### src/rtl/ghost_collision_ctrl.sv
// Frame-rate Pac-Man/ghost collision controller: overlap detection, hit debounce,
// and the life/death/game-over state machine that drives Over, Freeze and Respawn.
module ghost_collision_ctrl #(
  parameter logic [9:0] HIT_DIST     = 10'd12,
  parameter logic [2:0] HIT_FRAMES   = 3'd2,
  parameter logic [7:0] DEATH_FRAMES = 8'd60,
  parameter logic [1:0] INIT_LIVES   = 2'd3
) (
  input  logic       frame_clk,
  input  logic       Reset,
  input  logic       Start,
  input  logic [9:0] BallX,
  input  logic [9:0] BallY,
  input  logic [9:0] GhostX,
  input  logic [9:0] GhostY,
  output logic       Over,
  output logic       Freeze,
  output logic       Respawn,
  output logic [1:0] Lives,
  output logic [2:0] State
);

  typedef enum logic [2:0] {
    IDLE  = 3'd0,
    PLAY  = 3'd1,
    DYING = 3'd2,
    OVER  = 3'd3
  } state_t;

  state_t     state_q, state_d;
  logic [1:0] lives_q, lives_d;
  logic [2:0] hitCnt_q, hitCnt_d;
  logic [7:0] deathCnt_q, deathCnt_d;
  logic       over_q, over_d;
  logic       freeze_q, freeze_d;
  logic       respawn_q, respawn_d;

  logic [9:0] dx, dy;
  logic       overlap;

  // Larger-minus-smaller keeps the distance from wrapping near the screen edges.
  always_comb begin
    dx      = (BallX >= GhostX) ? (BallX - GhostX) : (GhostX - BallX);
    dy      = (BallY >= GhostY) ? (BallY - GhostY) : (GhostY - BallY);
    overlap = (dx < HIT_DIST) && (dy < HIT_DIST);
  end

  always_comb begin
    state_d    = state_q;
    lives_d    = lives_q;
    hitCnt_d   = hitCnt_q;
    deathCnt_d = deathCnt_q;
    respawn_d  = 1'b0;
    case (state_q)
      IDLE, OVER: begin
        if (Start) begin
          state_d    = PLAY;
          lives_d    = INIT_LIVES;
          hitCnt_d   = 3'd0;
          deathCnt_d = 8'd0;
          respawn_d  = 1'b1;
        end
      end
      PLAY: begin
        if (!overlap) begin
          hitCnt_d = 3'd0;
        end else if (hitCnt_q == HIT_FRAMES - 3'd1) begin
          state_d    = DYING;
          lives_d    = lives_q - 2'd1;
          hitCnt_d   = 3'd0;
          deathCnt_d = 8'd0;
        end else if (hitCnt_q < HIT_FRAMES) begin
          hitCnt_d = hitCnt_q + 3'd1;
        end
      end
      DYING: begin
        if (deathCnt_q == DEATH_FRAMES - 8'd1) begin
          deathCnt_d = 8'd0;
          if (lives_q == 2'd0) begin
            state_d = OVER;
          end else begin
            state_d   = PLAY;
            respawn_d = 1'b1;
          end
        end else begin
          deathCnt_d = deathCnt_q + 8'd1;
        end
      end
      default: state_d = IDLE;
    endcase
    // Registered flags follow the state being entered so they align with State.
    freeze_d = (state_d != PLAY);
    over_d   = (state_d == OVER);
  end

  always_ff @(posedge frame_clk or posedge Reset) begin
    if (Reset) begin
      state_q    <= IDLE;
      lives_q    <= INIT_LIVES;
      hitCnt_q   <= 3'd0;
      deathCnt_q <= 8'd0;
      over_q     <= 1'b0;
      freeze_q   <= 1'b1;
      respawn_q  <= 1'b0;
    end else begin
      state_q    <= state_d;
      lives_q    <= lives_d;
      hitCnt_q   <= hitCnt_d;
      deathCnt_q <= deathCnt_d;
      over_q     <= over_d;
      freeze_q   <= freeze_d;
      respawn_q  <= respawn_d;
    end
  end

  assign Over    = over_q;
  assign Freeze  = freeze_q;
  assign Respawn = respawn_q;
  assign Lives   = lives_q;
  assign State   = state_q;

endmodule

### config.mk
export PLATFORM = sky130hd
export DESIGN_NAME = ghost_collision_ctrl
export DESIGN_NICKNAME = d
export VERILOG_FILES = /design/src/rtl/ghost_collision_ctrl.sv
export SDC_FILE = /design/constraint.sdc
export NUM_CORES = 1
export LEC_CHECK = 0
export BUFFER_PORTS_ARGS = -buffer_cell sky130_fd_sc_hd__buf_2
export CORE_MARGIN = 2
export CORE_UTILIZATION = 62
export DETAILED_ROUTE_END_ITERATION = 8
export PLACE_DENSITY_LB_ADDON = 0.25
export RECOVER_POWER = 50
export SYNTH_ARGS = -nofsm -noshare
export SYNTH_HDL_FRONTEND = slang
export SYNTH_SLANG_ARGS = --single-unit
### constraint.sdc
create_clock -name frame_clk -period 3.3 [get_ports frame_clk]
set_clock_uncertainty 0.05 [all_clocks]
set_input_delay 0.495 -clock frame_clk [delete_from_list [all_inputs] [get_ports frame_clk]]
set_output_delay 0.495 -clock frame_clk [all_outputs]
set_load 0.1 [all_outputs]
; ---- Yosys cells after proc, flatten, opt, wreduce, memory -nomap -nowiden
; Index checks and enable logic that the tools add are counted.
; Widths: inputs -> output; s select.
[totals]
input_bits = 43
reg_bits = 19
[classes]
order_cmp = 5
n_eq_ne = 11
addsub = 7
n_reduce_logical = 9
muxes = 26
[ops]
columns = cell, n
row1 = $sub 10x10->10, 4
row2 = $mux 8, 4
row3 = $mux 3, 8
row4 = $pmux 8 s3, 1
row5 = $ge 10x10->1, 2
row6 = $lt 10x4->1 const B, 2
row7 = $mux 10, 2
row8 = $eq 3x2->1 const B, 3
row9 = $pmux 3 s3, 1
row10 = $add 8x1->8 const B, 1
row11 = $eq 8x6->1 const B, 1
row12 = $mux 2, 4
row13 = $reduce_and 4->1, 2
row14 = $eq 3x1->1 const B, 2
row15 = $ne 2x2->1 const B, 3
row16 = $pmux 3 s2, 1
row17 = $ne 4x4->1 const B, 1
row18 = $pmux 2 s2, 1
row19 = $add 3x1->3 const B, 1
row20 = $logic_not 3->1, 1
row21 = $lt 3x2->1 const B, 1
row22 = $mux 1, 3
row23 = $ne 3x1->1 const B, 1
row24 = $reduce_and 3->1, 1
row25 = 7 further kinds, 7

; ---- Depth between registers and ports, before layout
[depth]
depth_word = 7
depth_mapped = 13

; ---- Least setup slack after synthesis
; No wires, ideal clock.
[synth_timing]
path_kind = input to register
startpoint = input BallX[7]
endpoint = register deathCnt_q[4]
t_arrival_ns = 3.159
cell_stages = 13
slack_ns = -0.046
path_buffers = 1
setup_time_ns = 0.138
cell_sequence = inv_1 ha_1 buf_2 a211oi_2 nor2_1 a311o_1 a211o_1 mux2i_1 xor2_1 nor4b_4 nand4_2 a221oi_4 a31oi_1
[synth_via]
elab_chain_len = 6
[synth_lines]
columns = item, line_no
row1 = from (decl), 12  ; input logic [9:0] BallX,
row2 = $sub 10x10->10 or $ge 10x10->1 (tied branches), 43  ; dx = (BallX >= GhostX) ? (BallX - GhostX) : (GhostX - BallX);
row3 = $mux 10 *, 43
row4 = $lt 10x4->1 *, 45  ; overlap = (dx < HIT_DIST) && (dy < HIT_DIST);
row5 = $logic_and 1x1->1 *, 45
row6 = $ne 2x2->1 (no source line) *, --
row7 = $reduce_and 4->1 (no source line) *, --
row8 = to (signal assigned), 109  ; deathCnt_q <= deathCnt_d;
row9 = to (decl), 33  ; logic [7:0] deathCnt_q, deathCnt_d;
; Mark *: on every way between the ends. The rest lies on a longest branch, timed or not.
; A chain may end at the register's enable or synchronous reset.

; ---- Worst setup path in the final report
[layout_timing]
startpoint = input BallY[1]
endpoint = register deathCnt_q[0]
[layout_via]
elab_chain_len = 6
[layout_lines]
columns = item, line_no
row1 = from (decl), 13  ; input logic [9:0] BallY,
row2 = $sub 10x10->10 or $ge 10x10->1 (tied branches), 44  ; dy = (BallY >= GhostY) ? (BallY - GhostY) : (GhostY - BallY);
row3 = $mux 10 *, 44
row4 = $lt 10x4->1 *, 45
row5 = $logic_and 1x1->1 *, 45
row6 = $ne 2x2->1 (no source line) *, --
row7 = $reduce_and 4->1 (no source line) *, --
; Marked as above.

==> metrics.md <==
| Metric | Value |
|---|---|
| Rows | 24 |
| Synth Flop Type | dfrtp_1 |
| Slowest stage cell, crit path | o311ai_1 |
| Crit start category | input pin |
| Area Overhead vs Synth | 34.9% |
| Vias/cell | slightly above 6 |
| Ys async rst share | between 90% and 100% |
| # port buffers | 50 |
| Starting Density | 64.2% |
| Clock Sinks | 19 |
| Clock Tree Buf Depth | 2 |
| Register Area | 479 µm² |
| Pre-antenna DRT Iters | 5 |
| Routability cong. | a little over 1 |
| Crit path largest cell delay | roughly 0.35 ns |
| Worst path most repeated cell | buf_4 |
| Avg Cell Area, Syn | 7.51 µm² |
| Setup violators final | 0 |
| Seq pwr share | a little over a quarter |
| Core Region | around 4400 µm² |
| Worst setup path class | in -> reg |
| Worst EP arrival | 3.32 ns |
| Pwr per Cell Area | between 200 and 300 nW/µm² |
| Worst path required time | ~3.4 ns |
| CTS buffer count | 3 |
| Post-synthesis register bit count | 19 |
| Post-synth EDFFs | 0 |
| Hold Fails Final Rpt | 0 |
| HP Class | in -> async |
| Max transition margin | 22.9% |
| HPWL Detailed | 6080 µm |
| Grt ovf | 0 |
| Worst-path clk slew | about 0.070 ns |
| Layout Cells excl Fill | between 500 and 600 |
| Part of the power in combinational logic | a little under three fifths |
| Seq/Total Area, Yosys | between 15 and 20% |
| CTS root buffer | clkbuf_8 |
| Area share of the largest cell type after synthesis | around 18% |
| Ports | 51 |
| Switch share | just over 40% |
| Outcome | finished, final reports clean |
| Final core occ | ~87% |
| Fillcell total | ~270 |
| Internal power component | ~0.0006 W |
| Die area | approximately 5100 µm² |
| Worst skew pair latency | 0.26 ns |
| Post-DR wirelength/cell | between 15 and 20 µm |
| Share of layout cells above drive strength 1 | about a third |
| Antenna Nets Post-Route | 0 |
| Unique masters post-synth | 64 |
| TritonCTS clock tree | done |
| Worst-path fanout max | 4 |
| Sw power | 0.000411 W |
| Total track usage | roughly 29% |
| Vias in the first global route | ~3000 |
| Synth warn | 0 |
| Area of the multi-input gates | 2250 µm² |
| Leak | 1.90 nW |
| First-pass GRT wire length | 12200 µm |
| Crit-path cells | buf_2, inv_2, ha_4, nor2b_2, o311ai_1, buf_4, a31oi_2, xnor2_1, nand4_1, a221oi_2, nor4b_4, nand4_2, buf_4, a21oi_1, o21ai_0 |
| Largest net degree at the start of global routing | 20 |
| Max Cap Viol | 0 |
| Initial antenna violation count | 0 |
| Final min period | around 3.2 ns |
| Synthesized area | 2800 µm² |
| Peak supply drop | 215 µV |
| Worst Tran Pin Value | 1.16 ns |
| Drt drc | 0 |
| Period Utilization, post-route | 98.2% |
| Syn Inst Count | 372 |
| Max-slew violation count | 0 |
| Dpl ws | -0.295 ns |
| Clk network pwr share | 16.4% |
| Nature of the critical path endpoint | register |
| Cell taking the most area after synthesis | ha_1 |
| Vias | 3211 |
| Total Nets Final | 560 |
| Setup WS post-layout | 0.0597 ns |
| Ant diodes | 0 |
| Iter 0 DRT Violations | around 300 |
| Cells after DPL | between 500 and 600 |
| Drt total wl | ~8500 µm |
| CTS H-tree depth | 1 |
| Mapped Nets | between 400 and 500 |
| Die Height | between 70 and 80 µm |
| Dominant cells by area after synthesis | ha_1, dfrtp_1, inv_1, a21oi_1, nor2_1 |
| Die X | around 71 µm |
| Fmax | 309 MHz |
==> sequential cells by signal (all words and copies together) (netlist names) <==
name        cells
Lives           2
deathCnt_q      8
State           3
Freeze          1
Respawn         1
Over            1
hitCnt_q        3
==> cell usage after synthesis, drive strengths merged, types with 2 or more instances <==
cell      n
nor3      8
a211oi    3
o221ai    2
dfstp     3
a21oi    28
o2111ai   2
xor2      5
a21o      4
a21boi    2
o211ai    5
inv      59
clkbuf    5
o31a      2
dfrtp    16
and4      3
nand2    23
a41oi     2
buf       7
xnor2    13
a31oi    12
or3       2
o21ai    16
nand3    12
nand4     7
o32ai     2
nor2     37
nor2b     8
ha       40
o21a      9
mux2i     4
and3      4
o31ai     2
a221oi    4
==> final cells by class <==
cell class / count / share of cell area (%)
tap: 52 / 1.73
inverter: 59 / 5.87
clock buffer: 4 / 1.19
sequential: 19 / 12.7
multi-input combinational: 282 / 59.6
timing repair buffer: 112 / 18.9
==> routing by layer <==
| metal | track usage, % | routed length [µm] |
|---|---|---|
| met5 | 0 | 0 |
| met4 | 8.39 | 284 |
| met3 | 3.42 | 393 |
| met2 | 57.1 | 4510 |
| met1 | 32.9 | 3340 |
==> power groups by stage <==
stage	registers (W)	logic (W)	clock network (W)
after global routing	0.000266	0.000624	0.000170
final	0.000265	0.000577	0.000165
after CTS	0.000262	0.000508	0.000163
after detailed placement	0.000267	0.000506	0
after floorplan	0.000281	0.000310	0
after global placement	0.000265	0.000494	0
==> worst paths after layout <==
kind	start	to	slack, ns	cells past startpoint
min in group frame_clk	Lives[1]	Lives[1]	0.48	1
min	Reset	deathCnt_q[7]	0.28	2
max	BallY[1]	deathCnt_q[0]	0.06	15
max in group asynchronous	Reset	hitCnt_q[0]	2.47	2
min reg2reg	Lives[1]	Lives[1]	0.48	1
max reg2reg	deathCnt_q[0]	Freeze	0.92	7
==> cell usage in the layout, fill, tap and decap left out, types with 3 or more instances in the layout <==
master,n
o21ai_1,3
nor2b_1,7
dfstp_2,3
nor2_1,36
o21ai_0,11
nand3_1,11
a21oi_1,26
mux2i_1,4
o211ai_1,5
buf_2,49
ha_1,29
xor2_1,5
dfrtp_1,16
xnor2_1,13
buf_4,62
nand2_1,23
nor3_1,8
o21a_1,8
a31oi_1,10
clkbuf_8,3
ha_4,11
inv_1,57
nand4_1,6
a21o_1,4
==> stage by stage <==
stage	total power (W)	TNS, ns	hold WS, ns	instance area (µm²)
finish	0.00101	0	0.282	3770
global route	0.00106	-0.682	0.330	3770
CTS	0.000934	0	0.315	3550
detailed placement	0.000772	-2.21	0.464	3490
global placement	0.000759	-1.59	0.440	3490
floorplan	0.000592	0	0.394	2800
==> cell families after synthesis <==
family / synth area share (%)
AO/OA/AOI/OAI: 27.3
XOR/XNOR: 5.64
adder cells (fa/ha/maj): 17.9
buffers and inverters: 10.1
flip-flops: 17.1
multiplexers: 1.84
other: 0.134
AND/OR/NAND/NOR: 20.0
==> timing repair <==
item	CTS	global route
endpoints found under the setup margin	4	14
setup buffers	1	2
pin swaps	2	16
cloned	0	0
gates resized for setup	0	34
hold buffers	0	0
==> worst max-delay path: cells and delay by family <==
family          cells  cell delay, ns
buf+inv             4            0.56
xor+xnor            1            0.15
fa+ha+maj           1            0.20
compound gates      5            1.15
simple gates        4            0.77
(Power assumes the default switching activity.)
